**src/rtl/call_stack_pkg.sv**
```systemverilog
// Shared definitions for the return-address stack.
//   - OVF_DROP / OVF_CIRC : overflow policy encodings for the OVF_WRAP parameter
//   - op_e                : per-cycle operation decoded from {push request, rtrn}
//   - stack_depth()       : number of entries for a given pointer width
package call_stack_pkg;

  localparam bit OVF_DROP = 1'b0;
  localparam bit OVF_CIRC = 1'b1;

  typedef enum logic [1:0] {
    OP_IDLE    = 2'b00,
    OP_POP     = 2'b01,
    OP_PUSH    = 2'b10,
    OP_REPLACE = 2'b11
  } op_e;

  function automatic int unsigned stack_depth(input int unsigned aw);
    return 32'(1) << aw;
  endfunction

endpackage

```
**src/rtl/call_stack_ram.sv**
```systemverilog
// Stack storage: DEPTH x WIDTH, one synchronous write port, one asynchronous read port.
//   i_clk   : clock
//   i_we    : write enable
//   i_waddr : write address
//   i_wdata : write data
//   i_raddr : read address
//   o_rdata : read data (combinational)
module call_stack_ram
  import call_stack_pkg::*;
#(
  parameter int unsigned ADDR_WIDTH = 4,
  parameter int unsigned WIDTH      = 16
) (
  input  logic                  i_clk,
  input  logic                  i_we,
  input  logic [ADDR_WIDTH-1:0] i_waddr,
  input  logic [WIDTH-1:0]      i_wdata,
  input  logic [ADDR_WIDTH-1:0] i_raddr,
  output logic [WIDTH-1:0]      o_rdata
);

  localparam int unsigned DEPTH = stack_depth(ADDR_WIDTH);

  logic [WIDTH-1:0] r_mem [DEPTH];

  // Contents are never reset; only the pointer/depth define validity.
  always_ff @(posedge i_clk) begin
    if (i_we) r_mem[i_waddr] <= i_wdata;
  end

  assign o_rdata = r_mem[i_raddr];

endmodule

```
**src/rtl/call_stack.sv**
```systemverilog
// Return-address stack for the fetch path.
// A call pushes i_PC; a return pops and presents PC+RET_OFFSET on o_stack.
// Call and return together replace the top entry (tail call).
// Optional feature macro: CALL_STACK_IRQ_EN (adds i_irq / o_in_irq, tagged entries).
//   i_clk, i_rst : clock, synchronous active-high reset
//   i_PC         : PC of the calling instruction
//   i_call       : push request
//   i_rtrn       : pop request
//   i_irq        : push as interrupt frame (CALL_STACK_IRQ_EN only)
//   o_stack      : registered return address
//   o_depth      : occupied entries 0..DEPTH
//   o_empty      : depth == 0
//   o_full       : depth == DEPTH
//   o_ovf, o_udf : sticky overflow / underflow
//   o_in_irq     : tagged frame present (CALL_STACK_IRQ_EN only)
module call_stack
  import call_stack_pkg::*;
#(
  parameter int unsigned ADDR_WIDTH = 4,
  parameter int unsigned DATA_WIDTH = 16,
  parameter int unsigned RET_OFFSET = 1,
  parameter bit          OVF_WRAP   = OVF_DROP
) (
  input  logic                  i_clk,
  input  logic                  i_rst,
  input  logic [DATA_WIDTH-1:0] i_PC,
  input  logic                  i_call,
  input  logic                  i_rtrn,
`ifdef CALL_STACK_IRQ_EN
  input  logic                  i_irq,
  output logic                  o_in_irq,
`endif
  output logic [DATA_WIDTH-1:0] o_stack,
  output logic [ADDR_WIDTH:0]   o_depth,
  output logic                  o_empty,
  output logic                  o_full,
  output logic                  o_ovf,
  output logic                  o_udf
);

  localparam int unsigned DEPTH   = stack_depth(ADDR_WIDTH);
  localparam int unsigned CW      = ADDR_WIDTH + 1;
  localparam logic [CW-1:0] DEPTH_C = CW'(DEPTH);
  localparam bit          WRAP_EN = (OVF_WRAP == OVF_CIRC);

`ifdef CALL_STACK_IRQ_EN
  typedef struct packed {
    logic                  tag;
    logic [DATA_WIDTH-1:0] pc;
  } entry_t;
`else
  typedef struct packed {
    logic [DATA_WIDTH-1:0] pc;
  } entry_t;
`endif

  localparam int unsigned EW = $bits(entry_t);

  logic [ADDR_WIDTH-1:0] r_sp;
  logic [CW-1:0]         r_depth;
  logic [DATA_WIDTH-1:0] r_stack;
  logic                  r_ovf;
  logic                  r_udf;

  logic                  w_full;
  logic                  w_empty;
  logic                  w_push_req;
  op_e                   w_op;
  entry_t                w_new;
  entry_t                w_rd;
  logic [EW-1:0]         w_rdata;
  logic                  w_we;
  logic [ADDR_WIDTH-1:0] w_waddr;
  logic [ADDR_WIDTH-1:0] w_raddr;
  logic [DATA_WIDTH-1:0] w_ret;
  logic [ADDR_WIDTH-1:0] w_sp_inc;
  logic [ADDR_WIDTH-1:0] w_sp_dec;

  assign w_full   = (r_depth == DEPTH_C);
  assign w_empty  = (r_depth == '0);
  assign w_sp_inc = r_sp + ADDR_WIDTH'(1);
  assign w_sp_dec = r_sp - ADDR_WIDTH'(1);

`ifdef CALL_STACK_IRQ_EN
  // Interrupt takes priority over call; both are push requests.
  assign w_push_req = i_call | i_irq;
  assign w_new.tag  = i_irq;
  assign w_new.pc   = i_PC;
  // Interrupt frames resume the interrupted instruction itself.
  assign w_ret = w_rd.tag ? w_rd.pc : w_rd.pc + DATA_WIDTH'(RET_OFFSET);
`else
  assign w_push_req = i_call;
  assign w_new.pc   = i_PC;
  assign w_ret      = w_rd.pc + DATA_WIDTH'(RET_OFFSET);
`endif

  assign w_op = op_e'({w_push_req, i_rtrn});
  assign w_rd = w_rdata;

  // Memory port control: which slot is written and which is read this cycle.
  always_comb begin
    w_we    = 1'b0;
    w_waddr = r_sp;
    w_raddr = w_sp_dec;
    case (w_op)
      OP_PUSH: begin
        w_we = !w_full || WRAP_EN;
        // On a wrapping push the slot at sp holds the oldest entry being lost.
        if (w_full && WRAP_EN) w_raddr = r_sp;
      end
      OP_REPLACE: begin
        w_we = 1'b1;
        if (!w_empty) w_waddr = w_sp_dec;
      end
      default: ;
    endcase
    if (i_rst) w_we = 1'b0;
  end

  call_stack_ram #(
    .ADDR_WIDTH (ADDR_WIDTH),
    .WIDTH      (EW)
  ) u_ram (
    .i_clk   (i_clk),
    .i_we    (w_we),
    .i_waddr (w_waddr),
    .i_wdata (w_new),
    .i_raddr (w_raddr),
    .o_rdata (w_rdata)
  );

  // Pointer, depth, return register and sticky flags.
  always_ff @(posedge i_clk) begin
    if (i_rst) begin
      r_sp    <= '0;
      r_depth <= '0;
      r_stack <= '0;
      r_ovf   <= 1'b0;
      r_udf   <= 1'b0;
    end else begin
      case (w_op)
        OP_PUSH: begin
          if (w_full) begin
            r_ovf <= 1'b1;
            if (WRAP_EN) r_sp <= w_sp_inc;
          end else begin
            r_sp    <= w_sp_inc;
            r_depth <= r_depth + CW'(1);
          end
        end
        OP_POP: begin
          if (w_empty) begin
            r_udf <= 1'b1;
          end else begin
            r_stack <= w_ret;
            r_sp    <= w_sp_dec;
            r_depth <= r_depth - CW'(1);
          end
        end
        OP_REPLACE: begin
          if (w_empty) begin
            // Nothing to return to: flag it and fall back to a plain push.
            r_udf   <= 1'b1;
            r_sp    <= w_sp_inc;
            r_depth <= r_depth + CW'(1);
          end else begin
            r_stack <= w_ret;
          end
        end
        default: ;
      endcase
    end
  end

`ifdef CALL_STACK_IRQ_EN
  logic [CW-1:0] r_irq_cnt;
  logic          w_irq_inc;
  logic          w_irq_dec;
  logic          w_removes;

  // An entry leaves the stack on a pop, on replace, or when a wrapping push overwrites it.
  always_comb begin
    w_removes = 1'b0;
    case (w_op)
      OP_POP:     w_removes = !w_empty;
      OP_REPLACE: w_removes = !w_empty;
      OP_PUSH:    w_removes = w_full && WRAP_EN;
      default:    w_removes = 1'b0;
    endcase
  end

  assign w_irq_inc = w_we && w_new.tag;
  assign w_irq_dec = w_removes && w_rd.tag;

  always_ff @(posedge i_clk) begin
    if (i_rst) r_irq_cnt <= '0;
    else       r_irq_cnt <= r_irq_cnt + CW'(w_irq_inc) - CW'(w_irq_dec);
  end

  assign o_in_irq = (r_irq_cnt != '0);
`endif

  assign o_stack = r_stack;
  assign o_depth = r_depth;
  assign o_empty = w_empty;
  assign o_full  = w_full;
  assign o_ovf   = r_ovf;
  assign o_udf   = r_udf;

endmodule

```
**config.mk**
```make
export PLATFORM = sky130hd
export DESIGN_NAME = call_stack
export DESIGN_NICKNAME = d
export VERILOG_FILES = /design/src/rtl/call_stack_pkg.sv /design/src/rtl/call_stack_ram.sv /design/src/rtl/call_stack.sv
export SDC_FILE = /design/constraint.sdc
export NUM_CORES = 1
export LEC_CHECK = 0
export CAP_MARGIN = 20
export CORE_UTILIZATION = 55
export CTS_BUF_LIST = sky130_fd_sc_hd__clkbuf_4 sky130_fd_sc_hd__clkbuf_8
export CTS_CLUSTER_DIAMETER = 80
export DETAILED_ROUTE_END_ITERATION = 8
export PLACE_DENSITY = 0.79
export SYNTH_ARGS = -nofsm -noshare
export SYNTH_HDL_FRONTEND = slang
export SYNTH_SLANG_ARGS = --single-unit
```
**constraint.sdc**
```tcl
create_clock -name i_clk -period 11.3 [get_ports i_clk]
set_input_delay 1.13 -clock i_clk [delete_from_list [all_inputs] [get_ports i_clk]]
set_output_delay 1.13 -clock i_clk [all_outputs]
set_load 0.02 [all_outputs]
```
==> impl_metrics.ini <==
[status]
status = finished, final reports clean

[power]
clkPwrFrac_pct = 20.8
p_comb_share_pct = 46.2
swShare_pct = 38.4
p_seq_share_pct = 33.1
internal_power_w = 0.00244
power_density_mw_per_mm2 = 295
p_leak_nw = 4.40
p_sw_w = 0.00152
ir_drop_mv = 0.148

[clock_tree]
cts_resized = 0
cts_setup_buffers = 0
clkTransAtPathRegs_ps = 60
clock_path_buffers = 3
cts_root_buf = clkbuf_8
clkLatencyLatePin_ps = 550
cts_tree = done
h-tree-depth = 2
hold_buffers = 0
clock_sinks = 283
cts_buffers = 44

[route]
first_pass_iters = 5
drc = 0
totalWireLength_mm = 25.0
routed-via-count = 6489
via_per_inst = 6.05
met1Wirelength_mm = 10.4
wl_met3_mm = 1.79
drt-initial-drc-count = 649
met2WireLength_mm = 12.0
routedWlPerCell_um = 23.3
antenna_left = 0
maxUsedRoutingLayer = met4

[synth]
yosys_register_bits = 283
yosys_warnings = 0
synth_top_area_share_pct = 65.4
ys_async_sr_fraction_pct = 0
netlist_area_mm2 = 0.0118
synth_area_leaders = edfxtp_1 65%, mux4_2 8.0%, dfxtp_1 4.6%
synth_edf_count = 256
yosys.area.top_type = edfxtp_1
syn_area_per_cell_um2 = 17.1
ys.flop_type = edfxtp_1
synthCells = 689
yosysUniqueCellTypes = 57
synth_fp_nets = 716
ys_seq_area_share_pct = 70.0

[sta]
fin_worst_skew_ps = 16.9
rsz0062_at_grt = no
min_period_ps = 4640
hold_viol = 0
min_period_over_period_pct = 41.1
worstMarginPinSlew_ps = 1170
setup_tns_ps = 0
maxSlewViolCount = 0
fmax_mhz = 215
max_slew_margin_pct = 21.9
setup_violations = 0

[hold_path]
worstHoldPathType = flip-flop to flip-flop

[floorplanning]
die_area_mm2 = 0.0220
die_y_um = 148
die_w_um = 148
initial_core_util_pct = 55.9
num_io_pins = 45
rows = 53
core_area_mm2 = 0.0210

[finish]
stdcell_area_mm2 = 0.0134
layout_commonest_cell = edfxtp_1
layout_common_cells = 256 x edfxtp_1, 51 x nand2_1, 50 x clkbuf_8, 46 x mux2i_1, 44 x clkdlybuf4s50_1
antenna_cells = 0
drive_gt1_share_pct = 21.2
fin_nets = 791
utilization_pct = 63.8
syn_to_final_growth_pct = 14.0

[setup_path]
cp_max_fo = 40
cp-start-kind = flip-flop
worstPathRequired_ps = 11760
crit_arrival_ps = 5110
critPathCaptureType = flip-flop
critPathKind = flip-flop to flip-flop

[placement]
port_buffers = 44
dp_hpwl_mm = 15.3
dpl_cell_area_mm2 = 0.0125
gp_congestion = 0.841

[global_route]
grt_overflow = 0
grt_pass1_vias = 6465
antenna_found_initial = 0
grt_pass1_wl_mm = 38.4
grt_usage_pct = 23.9
grt_max_degree = 65

[job]
drv_cap = 0
## cell usage after synthesis, types with 2 or more instances
library cell and instances:
edfxtp_1 256, nor2_1 52, nand2_1 51, mux2i_1 46
mux4_2 42, dfxtp_1 27, a21oi_1 16, nand3_1 15
xnor2_1 14, nor3_1 12, nor3b_1 12, xor2_1 12
buf_2 11, mux2_2 11, a211oi_1 9, clkbuf_1 9
buf_6 7, ha_1 6, inv_1 6, nand3b_1 6
buf_4 5, a32oi_1 4, mux4_1 4, o21ai_0 4
a22o_1 3, a31oi_1 3, a41oi_1 3, and3_1 3
nor4_4 3, o21ai_1 3, a21o_1 2, a22oi_1 2
and2_1 2, buf_1 2, nand4_1 2, nor2b_1 2
nor3_4 2
## critical path, stage by stage, from the launching register on
cell and delay [ps]:
dfxtp_4 690, inv_1 260, ha_2 920, buf_4 570, nor2_1 220, a22oi_1 270, nand3_1 110, o21ai_0 120
ha_1 230, nand3_2 130, nor4_4 420, nand3_1 170, xor2_1 200, a211oi_1 210
## power groups by stage
stage | clock, W | sequential [W] | combinational (W)
2_1_floorplan | 0 | 0.00132 | 0.00136
3_3_place_gp | 0 | 0.00132 | 0.00177
3_5_place_dp | 0 | 0.00133 | 0.00182
4_1_cts | 0.000838 | 0.00131 | 0.00183
5_1_grt | 0.000882 | 0.00132 | 0.00196
6_report | 0.000822 | 0.00131 | 0.00183
## worst paths after layout
check	startpoint	to	slack, ps	cells after the start
setup / recovery	r_sp[0]	o_stack[14]	6660	13
hold / removal	o_stack[9]	o_stack[9]	460	2
setup reg to reg	r_sp[0]	o_stack[14]	6660	13
hold reg to reg	o_stack[9]	o_stack[9]	460	2
## per-layer routing
metal	up-vias	track usage [%]
met1	3269	33.6
met3	55	4.79
met5	-	0
met4	0	9.43
met2	313	37.0
li1	2852	-
## registers in the layout (all words and copies together) (netlist names)
name         cells
r_sp             4
o_depth          5
o_stack         16
o_udf            1
o_ovf            1
u_ram.r_mem    256
## metrics by stage
step	setup slack (ps)	std cells	power, W	hold slack (ps)
5_1_grt	6310	1073	0.00416	500
3_5_place_dp	6680	992	0.00315	457
4_1_cts	6650	1072	0.00397	466
3_3_place_gp	6900	992	0.00310	447
6_report	6660	1073	0.00396	460
2_1_floorplan	7530	689	0.00268	530
## logic make-up after synthesis
logic type	after synthesis	share of synthesized area [%]
flops	283	70.0
mux	104	14.1
fa+ha+maj	7	0.809
xor+xnor	28	2.21
compound gates	57	3.43
buf+inv	41	2.13
simple gates	169	7.37
## area by class of cell
type,count,area [µm²]
clock buffers,62,778
clock inverters,18,82.6
fillers,1433,7610
inverters,6,22.5
multi-input cells,365,3340
flip-flops and latches,283,8230
well taps,275,344
repair buffers,64,611
Note: power is estimated with default switching activity, not from simulation.
==> variant, RTL diff (config.mk and constraints unchanged) <==
Put one more register stage on the output `o_ovf`, without a reset. The value now appears one clock later. The other outputs are not delayed to match.
--- a/src/rtl/call_stack.sv
+++ b/src/rtl/call_stack.sv
@@ -204,7 +204,9 @@
   assign o_depth = r_depth;
   assign o_empty = w_empty;
   assign o_full  = w_full;
-  assign o_ovf   = r_ovf;
+  always_ff @(posedge i_clk) begin
+    o_ovf <= r_ovf;
+  end
   assign o_udf   = r_udf;
 
 endmodule
Formal check against the unedited RTL: same outputs for any inputs over 4 cycles, from zero or initial values and one cycle with i_rst high; that may be too few to reach the edited logic, so the function may still have changed.
==> variant against the original RTL <==
Total power down 0.79%. Worst setup slack worse by 0.21 ns. Critical path depth is 1 higher. Count of clock-buffer cells in the layout rose by 3. Routed wire length rose by 2.9%. Sequential cell count is 1 higher. Area after synthesis decreased by 1.6%. Design area fell by 1.3%. Global-route usage increased by 0.92 points. Die area decreased by 1.6%.
==> variant: results (changes against the original RTL) <==
The flow ran to the end, and the final reports show no timing, DRC or antenna violations. The cell count of the worst reg-to-reg path is 14 (+1). The number of flops mapped to enable cells by yosys came to 256 (unchanged). The worst min-delay path class is reg -> reg. The reg-to-reg setup timing slack came out at 6.45 ns (-0.21 ns). The placer congestion estimate is 0.859 (+2.2%). The clock transition at the registers of the reported paths came to 0.06 ns (about the same). The endpoint identified for the worst register-to-register timing path is o_stack[12]$_SDFFE_PP0P_. The post-cts sizing count is 0 (unchanged). The total track usage is 0.248 (+0.00922). The worst hold path begins at r_ovf$_SDFFE_PP0P_. Clock latency on the worst-skew pair, taken at its later pin, is 0.56 ns. The number of antenna violations at the first check in global routing was 0 (unchanged). The wire length of the first global-routing pass came out at 39100 microns (+1.7%).

The vias after detailed routing is 6532 (+0.66%). The static leakage is 4.40 nW (about the same). The critical path starts at r_sp[0]$_SDFFE_PP0P_. The cell count after placement is 984 (-0.81%). The sequential share of the synthesized area is 0.713 (+0.0134). The share of async-settable or async-resettable flops after synthesis is 0 (unchanged). The final antenna diode count is 0 (unchanged). The final net count came to 788 (-0.38%). The aggregate routed wire length was 25700 microns (+2.9%). The largest driver fanout on the critical path came out at 44 (+10%). The number of flip-flops in the largest register is 256 (unchanged). The level count of the clock H-tree came out at 2 (unchanged).

The total CTS buffers is 45 (+2.3%). Sorting the synthesized cells by area gives the leading types as sky130_fd_sc_hd__edfxtp_1 (66%), sky130_fd_sc_hd__mux4_2 (9.1%), sky130_fd_sc_hd__dfxtp_1 (4.8%), sky130_fd_sc_hd__mux2i_1 (3.4%), sky130_fd_sc_hd__nand2_1 (2.4%). The worst hold path terminates at o_ovf$_DFF_P_. The highest cell delay on the worst timing path is 0.68 ns (-0.24 ns). u_ram.r_mem holds more flip-flops than any other register. The number of cells traversed by the worst hold path came to 0 (-2). The net count after synthesis came out at 706 (-1.4%). The largest net degree at the start of global routing was 45 (-31%). The violation count after the first detailed-route iteration came out at 705 (+8.6%). The number of buffers inserted to repair setup after CTS is 0 (unchanged). The Yosys warning count came out at 0 (unchanged). The maximum vdd drop came out at 196 uV (+33%). The count of mapped cells out of synthesis came out at 679 (-1.5%). The buffer cell driving the clock tree root is sky130_fd_sc_hd__clkbuf_8.

The share of cells above drive strength 1 came out at 0.197 (-0.0151). The commonest cells after synthesis are sky130_fd_sc_hd__edfxtp_1 (256), sky130_fd_sc_hd__nand2_1 (74), sky130_fd_sc_hd__mux4_2 (47), sky130_fd_sc_hd__nor2_1 (46), sky130_fd_sc_hd__mux2i_1 (39). The worst-case clock skew came to 0.0208 ns (+0.00388 ns). The number of inserted filler cells in the final layout is 1350 (-5.8%). The relative slew slack came out at 0.269 (+0.0494). The worst slack at placement is 6.48 ns (-0.202 ns).

The count of placed standard cells in the final layout, fillers left out is 1063 (-0.93%). The data arrival at the endpoint of the critical path was 5.25 ns (+0.14 ns). The via count of the first global-routing pass came out at 6558 (+1.4%).

The post-detailed-placement half-perimeter wirelength is 16400 microns (+6.8%). The number of distinct library cells after synthesis is 56 (-1.8%).
variant: cell types whose count changed in the layout (fill, tap and decap cells not counted), moves of 5 or more:
cell,change
sky130_fd_sc_hd__mux2_2,-11
sky130_fd_sc_hd__a31oi_1,+5
sky130_fd_sc_hd__nand3b_1,-6
sky130_fd_sc_hd__mux2i_1,-7
sky130_fd_sc_hd__clkinv_1,-6
sky130_fd_sc_hd__nor3_1,-6
sky130_fd_sc_hd__nor2_2,-10
sky130_fd_sc_hd__nor3b_1,-12
sky130_fd_sc_hd__mux4_2,+5
sky130_fd_sc_hd__nand3_1,+6
sky130_fd_sc_hd__nand2_1,+23
variant: layout make-up:
cell class                 count  area [sq um]  share of cell area
sequential                   284          8250               0.623
multi-input combinational    356          3110               0.235
clock buffer                  65           801              0.0605
timing repair buffer          66           606              0.0457
tap                          270           338              0.0255
clock inverter                14           103             0.00775
inverter                       8          30.0             0.00227
variant: logic make-up after synthesis:
kind of cell,count (synthesis),share of synthesized area
buffers and inverters,39,0.0191
DFF,284,0.713
adders and majority gates,7,0.00822
AOI/OAI and AO/OA,64,0.0384
and+or+nand+nor,171,0.0672
xor gates and xnor gates,24,0.0198
muxes,90,0.134
variant: critical path, delay by kind of cell, from the launching register on:
| family | cells | cell delay [ns] |
|---|---|---|
| muxes | 2 | 0.64 |
| adders and majority gates | 2 | 0.95 |
| buffers and inverters | 2 | 0.86 |
| and+or+nand+nor | 3 | 0.57 |
| AOI/OAI and AO/OA | 5 | 1.01 |
| DFF | 1 | 0.65 |
variant: per-stage QoR:
stage	power, W	util	cell area [sq um]	hold slack [ns]
after floorplan	0.00258	-	11600	0.331
after global placement	0.00302	0.604	12300	0.342
after detailed placement	0.00307	0.604	12300	0.360
after CTS	0.00394	0.648	13200	0.367
after global routing	0.00411	0.648	13200	0.373
final	0.00393	0.648	13200	0.371
variant: worst max path at each step:
| stage | to | slack (ns) | depth (start not counted) |
|---|---|---|---|
| finish | o_stack[12]$_SDFFE_PP0P_ | 6.45 | 14 |
| global route | o_stack[12]$_SDFFE_PP0P_ | 6.13 | 14 |
| CTS | o_stack[12]$_SDFFE_PP0P_ | 6.46 | 14 |
| detailed placement | o_stack[12]$_SDFFE_PP0P_ | 6.48 | 14 |
| global placement | o_stack[15]$_SDFFE_PP0P_ | 6.63 | 11 |
| floorplan | u_ram.r_mem[0][0]$_DFFE_PP_ | 7.45 | 12 |
variant: metal layers:
metal	global-route usage	vias to the layer above	wire [microns]
li1	-	2846	-
met1	0.332	3286	10200
met2	0.392	338	12300
met3	0.0630	62	2270
met4	0.102	0	837
met5	0	-	0
variant: where the power goes:
part,internal [W],switching [W]
sequential,0.00125,0.0000779
combinational,0.000691,0.00105
clock,0.000479,0.000387
